File: config.mk
export PLATFORM = sky130hd
export DESIGN_NAME = avalon_bus_arbiter
export DESIGN_NICKNAME = d
export VERILOG_FILES = /design/src/rtl/avalon_bus_arbiter_pkg.sv /design/src/rtl/avalon_bus_arbiter_rr_pick.sv /design/src/rtl/avalon_bus_arbiter.sv
export SDC_FILE = /design/constraint.sdc
export NUM_CORES = 1
export LEC_CHECK = 0
export BUFFER_PORTS_ARGS = -buffer_cell sky130_fd_sc_hd__buf_2
export CAP_MARGIN = 10
export CORE_AREA = 2 2 122 124
export DETAILED_ROUTE_END_ITERATION = 8
export DIE_AREA = 0 0 124 126
export HOLD_SLACK_MARGIN = 0.1
export PLACE_DENSITY = 0.48
export SLEW_MARGIN = 20
export SYNTH_ARGS = -nofsm -noshare
export SYNTH_HDL_FRONTEND = slang
export SYNTH_SLANG_ARGS = --single-unit
File: constraint.sdc
create_clock -name clk -period 1.7 [get_ports clk]
set_clock_uncertainty 0.05 [all_clocks]
set_input_delay 0 -clock clk [delete_from_list [all_inputs] [get_ports clk]]
set_output_delay 0 -clock clk [all_outputs]
set_load 0.05 [all_outputs]
File: src/rtl/avalon_bus_arbiter_pkg.sv
// Shared types and constants for the two-master Avalon-MM arbiter.
package avalon_bus_arbiter_pkg;

   typedef enum logic [1:0] {
      ARB_IDLE = 2'd0,
      ARB_M0   = 2'd1,
      ARB_M1   = 2'd2
   } arb_state_t;

   localparam logic [31:0] ARB_ABORT_DATA = 32'hDEAD_BEEF;

endpackage

File: src/rtl/avalon_bus_arbiter_rr_pick.sv
// Two-way round-robin picker: a sole requester wins, a tie goes to the
// requester that did not own the bus last.
module arb_rr_pick (
   input  logic [1:0] req,
   input  logic       last_grant,
   output logic [1:0] pick
);

   always_comb begin
      pick = 2'b00;
      case (req)
         2'b01:   pick = 2'b01;
         2'b10:   pick = 2'b10;
         2'b11:   pick = last_grant ? 2'b01 : 2'b10;
         default: pick = 2'b00;
      endcase
   end

endmodule

File: src/rtl/avalon_bus_arbiter.sv
// Two-master, one-slave Avalon-MM arbiter with round-robin grant,
// hold-until-complete ownership and a slave-stall watchdog.
module avalon_bus_arbiter
   import avalon_bus_arbiter_pkg::*;
#(
   parameter int                ADDR_W     = 32,
   parameter int                DATA_W     = 32,
   parameter int                MAX_WAIT   = 1024,
   parameter logic [DATA_W-1:0] ABORT_DATA = ARB_ABORT_DATA
) (
   input  logic                clk,
   input  logic                reset,
   input  logic [ADDR_W-1:0]   m0_address,
   input  logic                m0_read,
   input  logic                m0_write,
   input  logic [DATA_W-1:0]   m0_writedata,
   input  logic [DATA_W/8-1:0] m0_byteenable,
   output logic                m0_waitrequest,
   output logic [DATA_W-1:0]   m0_readdata,
   input  logic [ADDR_W-1:0]   m1_address,
   input  logic                m1_read,
   input  logic                m1_write,
   input  logic [DATA_W-1:0]   m1_writedata,
   input  logic [DATA_W/8-1:0] m1_byteenable,
   output logic                m1_waitrequest,
   output logic [DATA_W-1:0]   m1_readdata,
   output logic [ADDR_W-1:0]   s_address,
   output logic                s_read,
   output logic                s_write,
   output logic [DATA_W-1:0]   s_writedata,
   output logic [DATA_W/8-1:0] s_byteenable,
   input  logic                s_waitrequest,
   input  logic [DATA_W-1:0]   s_readdata,
   output logic [1:0]          grant,
   output logic                timeout_err,
   output arb_state_t          state_dbg
);

   localparam int CNT_W = (MAX_WAIT > 1) ? $clog2(MAX_WAIT) : 1;

   arb_state_t       state_q, state_d;
   logic             last_grant_q, last_grant_d;
   logic [CNT_W-1:0] wait_cnt_q, wait_cnt_d;
   logic             timeout_err_q, timeout_err_d;
   logic [1:0]       req;
   logic [1:0]       pick;
   logic             own_req;
   logic             wd_hit;

   assign req = {m1_read | m1_write, m0_read | m0_write};

   arb_rr_pick u_pick (
      .req        (req),
      .last_grant (last_grant_q),
      .pick       (pick)
   );

   always_comb begin
      own_req = 1'b0;
      case (state_q)
         ARB_M0:  own_req = req[0];
         ARB_M1:  own_req = req[1];
         default: own_req = 1'b0;
      endcase
   end

   // Last tolerated stall cycle: the owner is released with ABORT_DATA instead.
   assign wd_hit = (MAX_WAIT != 0) && own_req && s_waitrequest &&
                   (wait_cnt_q == CNT_W'(MAX_WAIT - 1));

   always_comb begin
      state_d       = state_q;
      last_grant_d  = last_grant_q;
      wait_cnt_d    = wait_cnt_q;
      timeout_err_d = timeout_err_q;
      case (state_q)
         ARB_IDLE: begin
            wait_cnt_d = '0;
            if (pick[0]) begin
               state_d      = ARB_M0;
               last_grant_d = 1'b0;
            end else if (pick[1]) begin
               state_d      = ARB_M1;
               last_grant_d = 1'b1;
            end
         end
         ARB_M0, ARB_M1: begin
            if (!own_req || !s_waitrequest) begin
               state_d    = ARB_IDLE;
               wait_cnt_d = '0;
            end else if (wd_hit) begin
               state_d       = ARB_IDLE;
               wait_cnt_d    = '0;
               timeout_err_d = 1'b1;
            end else begin
               wait_cnt_d = wait_cnt_q + 1'b1;
            end
         end
         default: state_d = ARB_IDLE;
      endcase
   end

   always_ff @(posedge clk) begin
      if (reset) begin
         state_q       <= ARB_IDLE;
         last_grant_q  <= 1'b1;
         wait_cnt_q    <= '0;
         timeout_err_q <= 1'b0;
      end else begin
         state_q       <= state_d;
         last_grant_q  <= last_grant_d;
         wait_cnt_q    <= wait_cnt_d;
         timeout_err_q <= timeout_err_d;
      end
   end

   always_comb begin
      s_address      = '0;
      s_read         = 1'b0;
      s_write        = 1'b0;
      s_writedata    = '0;
      s_byteenable   = '0;
      m0_waitrequest = 1'b1;
      m1_waitrequest = 1'b1;
      m0_readdata    = '0;
      m1_readdata    = '0;
      case (state_q)
         ARB_M0: begin
            s_address      = m0_address;
            s_read         = m0_read & ~wd_hit;
            s_write        = m0_write & ~wd_hit;
            s_writedata    = m0_writedata;
            s_byteenable   = m0_byteenable;
            m0_waitrequest = wd_hit ? 1'b0 : s_waitrequest;
            m0_readdata    = wd_hit ? ABORT_DATA : s_readdata;
         end
         ARB_M1: begin
            s_address      = m1_address;
            s_read         = m1_read & ~wd_hit;
            s_write        = m1_write & ~wd_hit;
            s_writedata    = m1_writedata;
            s_byteenable   = m1_byteenable;
            m1_waitrequest = wd_hit ? 1'b0 : s_waitrequest;
            m1_readdata    = wd_hit ? ABORT_DATA : s_readdata;
         end
         default: ;
      endcase
      // Reset kills strobes in the same cycle, before the state register clears.
      if (reset) begin
         s_read         = 1'b0;
         s_write        = 1'b0;
         m0_waitrequest = 1'b1;
         m1_waitrequest = 1'b1;
      end
   end

   assign grant       = {state_q == ARB_M1, state_q == ARB_M0};
   assign timeout_err = timeout_err_q;
   assign state_dbg   = state_q;

endmodule

# After elaboration in Yosys (flattened, before gate mapping)
# Cells that the tools add are included.
totals:
  rom_bits: 0
  word_cells: 61
  ram_bits: 0
  mem_count: 0
  output_inout_bits: 141
  regBits: 14
  latchBits: 0
classes:
  n_reduce_logical: 12
  n_lt_le_gt_ge: 0
  n_addsub: 1
  multipliers: 0
  muxes: 28
  eq_ne: 8
  bitwise_logic: 8
  n_div: 0
  n_shift: 0
op_table:
  columns: ["op", "n"]
  rows:
  - ["$pmux W32 S2", 2]
  - ["$mux W32", 3]
  - ["$mux W10", 2]
  - ["$pmux W10 S2", 1]
  - ["$add A10 B1 Y10 const B", 1]
  - ["$eq A10 B10 Y1 const B", 1]
  - ["$mux W2", 5]
  - ["$mux W1", 9]
  - ["$pmux W4 S2", 1]
  - ["$eq A2 B2 Y1 const B", 3]
  - ["$ne A3 B3 Y1 const B", 2]
  - ["$pmux W1 S2", 3]
  - ["$pmux W2 S3", 1]
  - ["$and A1 B1 Y1", 4]
  - ["$eq A2 B1 Y1 const B", 2]
  - ["$pmux W2 S2", 1]
  - ["$reduce_and A2 Y1", 2]
  - ["$reduce_bool A2 Y1", 2]
  - ["$reduce_and A3 Y1", 1]
  - ["$logic_and A1 B1 Y1", 2]
  - ["$logic_not A1 Y1", 2]
  - ["$logic_not A2 Y1", 1]
  - ["$not A1 Y1", 2]
  - ["$or A1 B1 Y1", 2]
  - ["2 further kinds", 2]

# Depth between registers and ports, before layout
# Gate-level depths: netlist of run 1.
depth:
  depth_word: 8
  depth_mapped: 9

# By module
# Synthesis of run 1 repeated with hierarchy kept, for this count alone.
hier_totals:
  hier_cells: 335
  hier_area_um2: 2402.3
modules_own_cells:
  columns: ["mod", "area_each_um2", "cells_each", "instances"]
  rows:
  - ["avalon_bus_arbiter", 2383.5, 332, 1]
  - ["arb_rr_pick", 18.8, 3, 1]

# Worst setup path before layout of run 1
# Ideal clock, no wire load.
synth_path:
  kind: "register to output"
  from: "register state_q[0], in the netlist state_dbg[0]"
  to: "output s_read"
  path_stages_with_launch: 9
  required_ps: 1650
  n_path_buf: 2
  t_arrival_ps: 3002
  slack_ps: -1352
  path_cell_list: "dfxtp_1 -> inv_1 -> ha_1 -> o21ai_1 -> a21oi_4 -> and2_1 -> buf_2 -> buf_4 -> nor4b_2"
synth_between:
  elab_chain_len: 8
synth_lines:
  columns: ["item", "line", "source"]
  rows:
  - ["from (decl)", "avalon_bus_arbiter.sv:41", "arb_state_t state_q, state_d;"]
  - ["from (signal assigned)", "avalon_bus_arbiter.sv:110", "state_q <= state_d;"]
  - ["$eq A2 B2 Y1 *", null, null]
  - ["via grant[1]", "avalon_bus_arbiter.sv:34", "output logic [1:0] grant,"]
  - ["$pmux W1 S2", "avalon_bus_arbiter.sv:60", "case (state_q)"]
  - ["$logic_and A1 B1 Y1 (2 in series)", "avalon_bus_arbiter.sv:68", "assign wd_hit = (MAX_WAIT != 0) && own_req && s_waitrequest &&"]
  - ["$not A1 Y1", "avalon_bus_arbiter.sv:130, avalon_bus_arbiter.sv:139", null]
  - ["$and A1 B1 Y1, on equally long branches", "avalon_bus_arbiter.sv:139, avalon_bus_arbiter.sv:130", null]
  - ["$pmux W1 S2 *", "avalon_bus_arbiter.sv:127", "case (state_q)"]
  - ["$mux W1 *", "avalon_bus_arbiter.sv:149", "if (reset) begin"]
  - ["to (decl)", "avalon_bus_arbiter.sv:28", "output logic s_read,"]
# The timed path passes the listed nets; every way through them passes the cells marked *.

# Worst setup path in the final report of run 1
layout_path:
  from: "register state_q[1], in the netlist state_dbg[1]"
  to: "output s_read"
layout_between:
  elab_chain_len: 8
layout_lines:
  columns: ["item", "line"]
  rows:
  - ["$eq A2 B2 Y1 or $eq A2 B1 Y1 (tied branches)", "avalon_bus_arbiter.sv:60, avalon_bus_arbiter.sv:127"]
  - ["$pmux W1 S2", "avalon_bus_arbiter.sv:60"]
  - ["$logic_and A1 B1 Y1 (2 in series)", "avalon_bus_arbiter.sv:68"]
  - ["$not A1 Y1", "avalon_bus_arbiter.sv:130, avalon_bus_arbiter.sv:139"]
  - ["$and A1 B1 Y1, on equally long branches", "avalon_bus_arbiter.sv:139, avalon_bus_arbiter.sv:130"]
  - ["$pmux W1 S2 *", "avalon_bus_arbiter.sv:127"]
  - ["$mux W1 *", "avalon_bus_arbiter.sv:149"]
# Every way passes the cells marked *; elsewhere a longest branch is shown, timed or not.

==> results of run 1 <==
## registers in the layout (all words and copies together) (netlist names)
| signal | flops |
|---|---|
| wait_cnt_q | 10 |
| state_dbg | 2 |
| last_grant_q | 1 |
| timeout_err | 1 |
## cell type report
class | instances | area, um^2
Multi-Input combinational cell | 272 | 3378
Inverter | 4 | 20.02
Timing Repair Buffer | 391 | 3802
Clock buffer | 4 | 78.83
Tap cell | 184 | 230.2
Fill cell | 1216 | 6511
Sequential cell | 14 | 292.8
## power by group
group          switching [mW]  internal, mW  total, mW  leakage [nW]
logic                    2.37          2.39       4.76          3.05
clock network           0.143         0.318      0.461        0.0382
registers              0.0138         0.343      0.356         0.116
total                    2.53          3.05       5.58          3.20
## metal layers
metal / share of wire / routed length (um)
met1: 0.38 / 6095
met2: 0.55 / 8875
met3: 0.052 / 839
met4: 0.024 / 393
met5: 0 / 0
## final timing paths
path / slack (ns) / cells past startpoint / startpoint / endpoint
setup reg to reg: -0.13 / 11 / state_dbg[1] / wait_cnt_q[5]
setup / recovery: -0.21 / 8 / state_dbg[1] / s_read
hold reg to reg: 0.43 / 2 / timeout_err / timeout_err
hold / removal: 0.16 / 2 / reset / timeout_err
## worst register-to-register path: cells and delay by family (launching register included)
family	cells	cell delay, ns
adders and majority gates	1	0.18
DFF	1	0.35
buffers and inverters	6	0.78
and+or+nand+nor	1	0.05
AOI/OAI and AO/OA	3	0.30
## cell usage in the layout, fill, tap and decap left out, types with 2 or more instances in the layout
cell type  instances
buf_12            15
xor2_1             5
inv_4              2
nand2_4            2
o21ai_2            2
o21a_2             5
buf_6             87
a21oi_4            2
a22oi_2           64
and2_1             2
nor2_1             4
nor3_2             6
nor3_1             4
xnor2_1            4
buf_16             9
dfxtp_4            3
nand2_1            3
dfxtp_1           10
clkbuf_4           2
clkbuf_16         11
ha_4               5
o32ai_1            2
and3_4            16
a211o_4            2
inv_1              2
a22oi_1            4
nor4b_4            2
mux2i_1            2
nand4_1            3
buf_4             27
nor2b_4           68
o21a_4            43
buf_8             64
buf_2            179
## timing repair
item,CTS,global route
pin swaps,16,29
gates resized for setup,355,112
setup endpoints to repair,136,149
buffers inserted,13,11
cloned,9,10
## cell families (layout without fill, tap and decap cells)
logic type / count (synthesis) / in the layout / synth area share
AO/OA/AOI/OAI: 131 / 131 / 0.4134
XOR/XNOR: 9 / 9 / 0.03276
adder cells (fa/ha/maj): 6 / 6 / 0.03120
buffers and inverters: 44 / 399 / 0.07800
flip-flops: 14 / 14 / 0.1165
multiplexers: 2 / 2 / 0.008321
AND/OR/NAND/NOR: 124 / 124 / 0.3198
## stage by stage
| stage | setup TNS (ns) | setup slack, ns | util | cell area (um^2) |
|---|---|---|---|---|
| global placement | -0.9249 | -0.03213 | 0.3799 | 5438 |
| floorplan | -11.43 | -0.3673 | - | 3440 |
| detailed placement | -1.822 | -0.05497 | 0.3799 | 5438 |
| CTS | -22.35 | -0.2454 | 0.4981 | 7129 |
| global route | -27.39 | -0.2795 | 0.5451 | 7802 |
| finish | -17.94 | -0.2115 | 0.5451 | 7802 |
==> results.md, run 1 <==
* Status: finished with violations
* Failing checks: setup timing
* Max-Cap Viols at 0
* Core ar. at 14310 um^2
* DIE WIDTH at between 100 and 150 um
* CTS tree: built
* GR peak layer: met2
* Final wirelength at between 15000 and 20000 um
* Synth top area share at 0.2122
* Initial Utilization at 0.1681
* Largest net degree at the start of global routing at 50
* Hold Path Class: in2reg
* CP Launch Type: flip-flop
* CP max stage delay at roughly 0.35 ns
* Max clock buf depth at 2
* Row Count at 44
* Post-route ant nets at 0
* GRT Util Overall at 0.1758
* Clk slew on worst S/H paths at 0.05 ns
* GR Util met1 at 0.2033
* Non-Filler Instances at approximately 870
* Final Hold Vio Count at 0
* Avg Synthesized Cell Area at 7.291 um^2
* Nets@finish at 867
* Worst path bufs/invs at 3
* Die area at around 16000 um^2
* Number of remaining DRC errors at 0
* Library cell with the largest summed area after synthesis: a22oi_1
* Num CTS Buffers at 3
* Syn Nets at between 500 and 600
* Hold-fix buffers, CTS at 0
* WP data arrival at ~1.9 ns
* Share of layout cells above drive strength 1 at 0.9109
* CTS Root Cell: clkbuf_16
* Placed Cells at a little over 800
* WHS at roughly 0.16 ns
* Slew margin rel. at 0.6510
* Met2 Use GR at 0.3387
* Post-synth EDFFs at 0
* CP max FO at 7
* Yosys cell types at 43
* Layout Area Growth over Synthesis at 224.3%
* IO Pins at 316
* Post-synthesis sequential area ratio at 0.1165
* Crit-path leading delay family: buffers and inverters
* Final GP Congestion at between 0.8 and 0.9
* Final period utilization at 1.124
* Crit end category: primary output
* Final worst slack at -0.2115 ns
* Tmin final at between 1.5 and 2 ns
* Mapped Area at 2406 um^2
* Worst slew pin tran at 0.5235 ns
* Input/output buffers at roughly 320
* Asr flop ratio synth at 0
* H-tree levels at 1
* Most frequent cell after synthesis: nor2b_1
* RSZ-0062 raised after global routing: true
* Register bit total from synthesis at 14
* Number of diodes at 0
* Crit-path cells: buf_4 > ha_4 > o21ai_2 > a21oi_4 > and2_4 > buf_4 > nor4b_4 > buf_12
* HPWL after DPL at between 10000 and 15000 um
* GRT Residual Overflow at 0
* Critical path class: reg2out
* Avg Vias per Cell at ~4.8
* First-pass GRT wire length at approximately 22000 um
* Ys flop type: dfxtp_1
* Max-slew violation count at 0
* PD cells at roughly 720 nW/um^2
* DR WL/cell at about 19 um
* Worst path slowest cell: dfxtp_4
* Clock latency on the worst-skew pair at approximately 0.25 ns
* Via count at between 4000 and 5000
* Initial antenna violation count at 0
* Drt pass-1 iters at 4
* CTS sink cnt at 14
* Drt first-iter violations at 103
* Critical Path RT at 1.65 ns
* Total Power at about 5.6 mW
* Max IR drop VDD at ~0.40 mV
* Vias in the first global route at between 4000 and 5000
* Die Y at approximately 130 um
* Post-synthesis instance total at 330
* Leakage power at about 3.2 nW
* Synth warn at 0
* Grt met3 use at 0.01947
* Critical Path Most Common Cell: buf_4
* F_max at about 0.52 GHz
* Synth cell count leaders: nor2b_1 (69), a22oi_1 (68), o21a_1 (48)
* Final Setup Violations at ~150
* Ranking of synthesized cells by area: a22oi_1 (21%), nor2b_1 (18%), o21a_1 (15%)
No activity file was read; power rests on OpenSTA's default activity.
==> run 2, diff against run 1 <==
--- a/config.mk
+++ b/config.mk
@@ -11,7 +11,7 @@
 export DETAILED_ROUTE_END_ITERATION = 8
 export DIE_AREA = 0 0 124 126
 export HOLD_SLACK_MARGIN = 0.1
-export PLACE_DENSITY = 0.48
+export PLACE_DENSITY = 0.59
 export SLEW_MARGIN = 20
 export SYNTH_ARGS = -nofsm -noshare
 export SYNTH_HDL_FRONTEND = slang
==> run 2 against run 1 <==
Against the previous run: maximum frequency down 1.9%; critical path depth up 1; total power down 1.1%; the flow still finishes with violations (setup timing); clock power up 10%; sequential power about the same; largest cell class unchanged; non-clock buffer count up 1; combinational power down 2%; register-to-register slack better by 0.15 ns; count of clock-buffer cells in the layout unchanged.
==> results.md, run 2 (synthesized netlist as in run 1, its figures left out) <==
* Status: finished with violations
* Failing checks: setup timing
* Most common cell after layout, fill and taps aside: buf_2
* Final GP Congestion at 0.7863 (-8.7%)
* CTS Root Cell: clkbuf_16
* Clk slew on worst S/H paths at 0.05 ns (about the same)
* Final worst slack at -0.2480 ns (-0.03643 ns)
* Max reg flops at 10 (unchanged)
* Drt first-iter violations at 164 (+59%)
* Via count at 4108 (-0.75%)
* Crit end category: primary output
* Num CTS Buffers at 3 (unchanged)
* Max-Cap Viols at 0 (unchanged)
* Initial antenna violation count at 0 (unchanged)
* Largest net degree at the start of global routing at 34 (-32%)
* Clock latency on the worst-skew pair at 0.25 ns (about the same)
* F_max at 0.5134 GHz (-1.9%)
* WP data arrival at 1.90 ns (+0.04 ns)
* Input/output buffers at 315 (unchanged)
* First-pass GRT wire length at 22660 um (+5.0%)
* Setup TNS at -20.62 ns (-2.675 ns)
* Die area at 15620 um^2 (unchanged)
* Max-slew violation count at 0 (unchanged)
* DIE WIDTH at 124 um (unchanged)
* Post-route ant nets at 0 (unchanged)
* Row Count at 44 (unchanged)
* H-tree levels at 1 (unchanged)
* Max clock buf depth at 2 (unchanged)
* Critical Path RT at 1.65 ns (about the same)
* CTS sink cnt at 14 (unchanged)
* Final wirelength at 16750 um (+3.4%)
* Drt pass-1 iters at 4 (unchanged)
* Layout Area Growth over Synthesis at 225.8%
* Fillers at 1138 (-6.4%)
* Initial Utilization at 0.1681 (unchanged)
* Final period utilization at 1.146 (+0.02143)
* Critical path class: reg2out
* GRT Residual Overflow at 0 (unchanged)
* Worst slew pin tran at 0.5035 ns (-0.01996 ns)
* Core ar. at 14310 um^2 (unchanged)
* GRT Util Overall at 0.1852 (+0.009423)
* IO Pins at 316 (unchanged)
* Dpl ws at -0.03163 ns (+0.02334 ns)
* Commonest cells after routing, fill and taps aside: buf_2 (179), buf_8 (72), a22oi_2 (68), nor2b_4 (68), buf_6 (61)
* Final Setup Violations at 132 (-9.0%)
* DR WL/cell at 19.26 um (+3.3%)
* CP max FO at 6 (-1)
* Leakage power at 3.209 nW (+0.29%)
* Die Y at 126 um (unchanged)
* Nets@finish at 868 (+0.12%)
* Tmin final at 1.948 ns (+0.03643 ns)
* PD cells at 704.1 nW/um^2 (-1.6%)
* Share of layout cells above drive strength 1 at 0.9082 (-0.002786)
* Reg with most FFs: wait_cnt_q
* Max IR drop VDD at 0.2845 mV (-29%)
* Number of remaining DRC errors at 0 (unchanged)
* CP Launch Type: flip-flop
* Avg Vias per Cell at 4.722 (-0.86%)
* Slew margin rel. at 0.6643 (+0.01331)
* Vias in the first global route at 4189 (+3.7%)
* Core Util, Final at 0.5477 (+0.002622)
* Final Hold Vio Count at 0 (unchanged)
* Hold Path Class: in2reg
* CTS tree: built
* Number of diodes at 0 (unchanged)
* RSZ-0062 raised after global routing: true
* HPWL after DPL at 9974 um (-6.4%)
[run 2: cell type report]
cell class / instances / area, um^2 / share of cell area
timing repair buffer: 392 / 3872 / 0.4939
tap: 184 / 230.2 / 0.02936
clock buffer: 4 / 88.84 / 0.01133
sequential: 14 / 289.0 / 0.03687
multi-input combinational: 272 / 3337 / 0.4256
inverter: 4 / 22.52 / 0.002873
[run 2: metrics by stage]
stage | std cells | hold slack [ns] | total power, mW | instance area, um^2
2_1_floorplan | 330 | 0.1369 | 2.794 | 3440
3_3_place_gp | 828 | 0.3748 | 3.587 | 5465
3_5_place_dp | 828 | 0.3870 | 3.590 | 5465
4_1_cts | 859 | 0.1294 | 5.223 | 7350
5_1_grt | 870 | 0.1675 | 5.713 | 7840
6_report | 870 | 0.1402 | 5.520 | 7840
[run 2: power breakdown]
part	switching, mW	total (mW)	internal [mW]
registers	0.0130	0.357	0.344
logic	2.37	4.66	2.28
clock network	0.149	0.507	0.358
total	2.53	5.52	2.99
[run 2: final timing paths]
check / startpoint / to / slack [ns] / depth (start not counted)
max: state_dbg[1] / m1_readdata[15] / -0.25 / 9
min reg2reg: timeout_err / timeout_err / 0.43 / 2
max reg2reg: state_dbg[1] / wait_cnt_q[7] / 0.02 / 7
min: reset / timeout_err / 0.14 / 2
[run 2: routing by layer]
layer | wire length, um | track usage | vias to the layer above
li1 | - | - | 1940
met1 | 6190 | 0.2081 | 1954
met2 | 8977 | 0.3552 | 176
met3 | 1052 | 0.02582 | 38
met4 | 532 | 0.05221 | 0
met5 | 0 | 0 | -
[run 2: repair_timing]
item | CTS | global route
gates resized for setup | 359 | 92
gates cloned | 13 | 6
buffers inserted | 15 | 10
endpoints found under the hold margin | 0 | 0
hold buffers | 0 | 0
endpoints found under the setup margin | 137 | 148
pin swaps | 46 | 45
[run 2: worst max-delay path, cell delays in order (launching register included)]
cell and delay [ns]:
dfxtp_4 0.37, inv_6 0.05, ha_4 0.29, nand2_4 0.05
a21oi_4 0.15, and2_4 0.23, buf_12 0.13, buf_16 0.12
o21a_4 0.13, buf_8 0.14
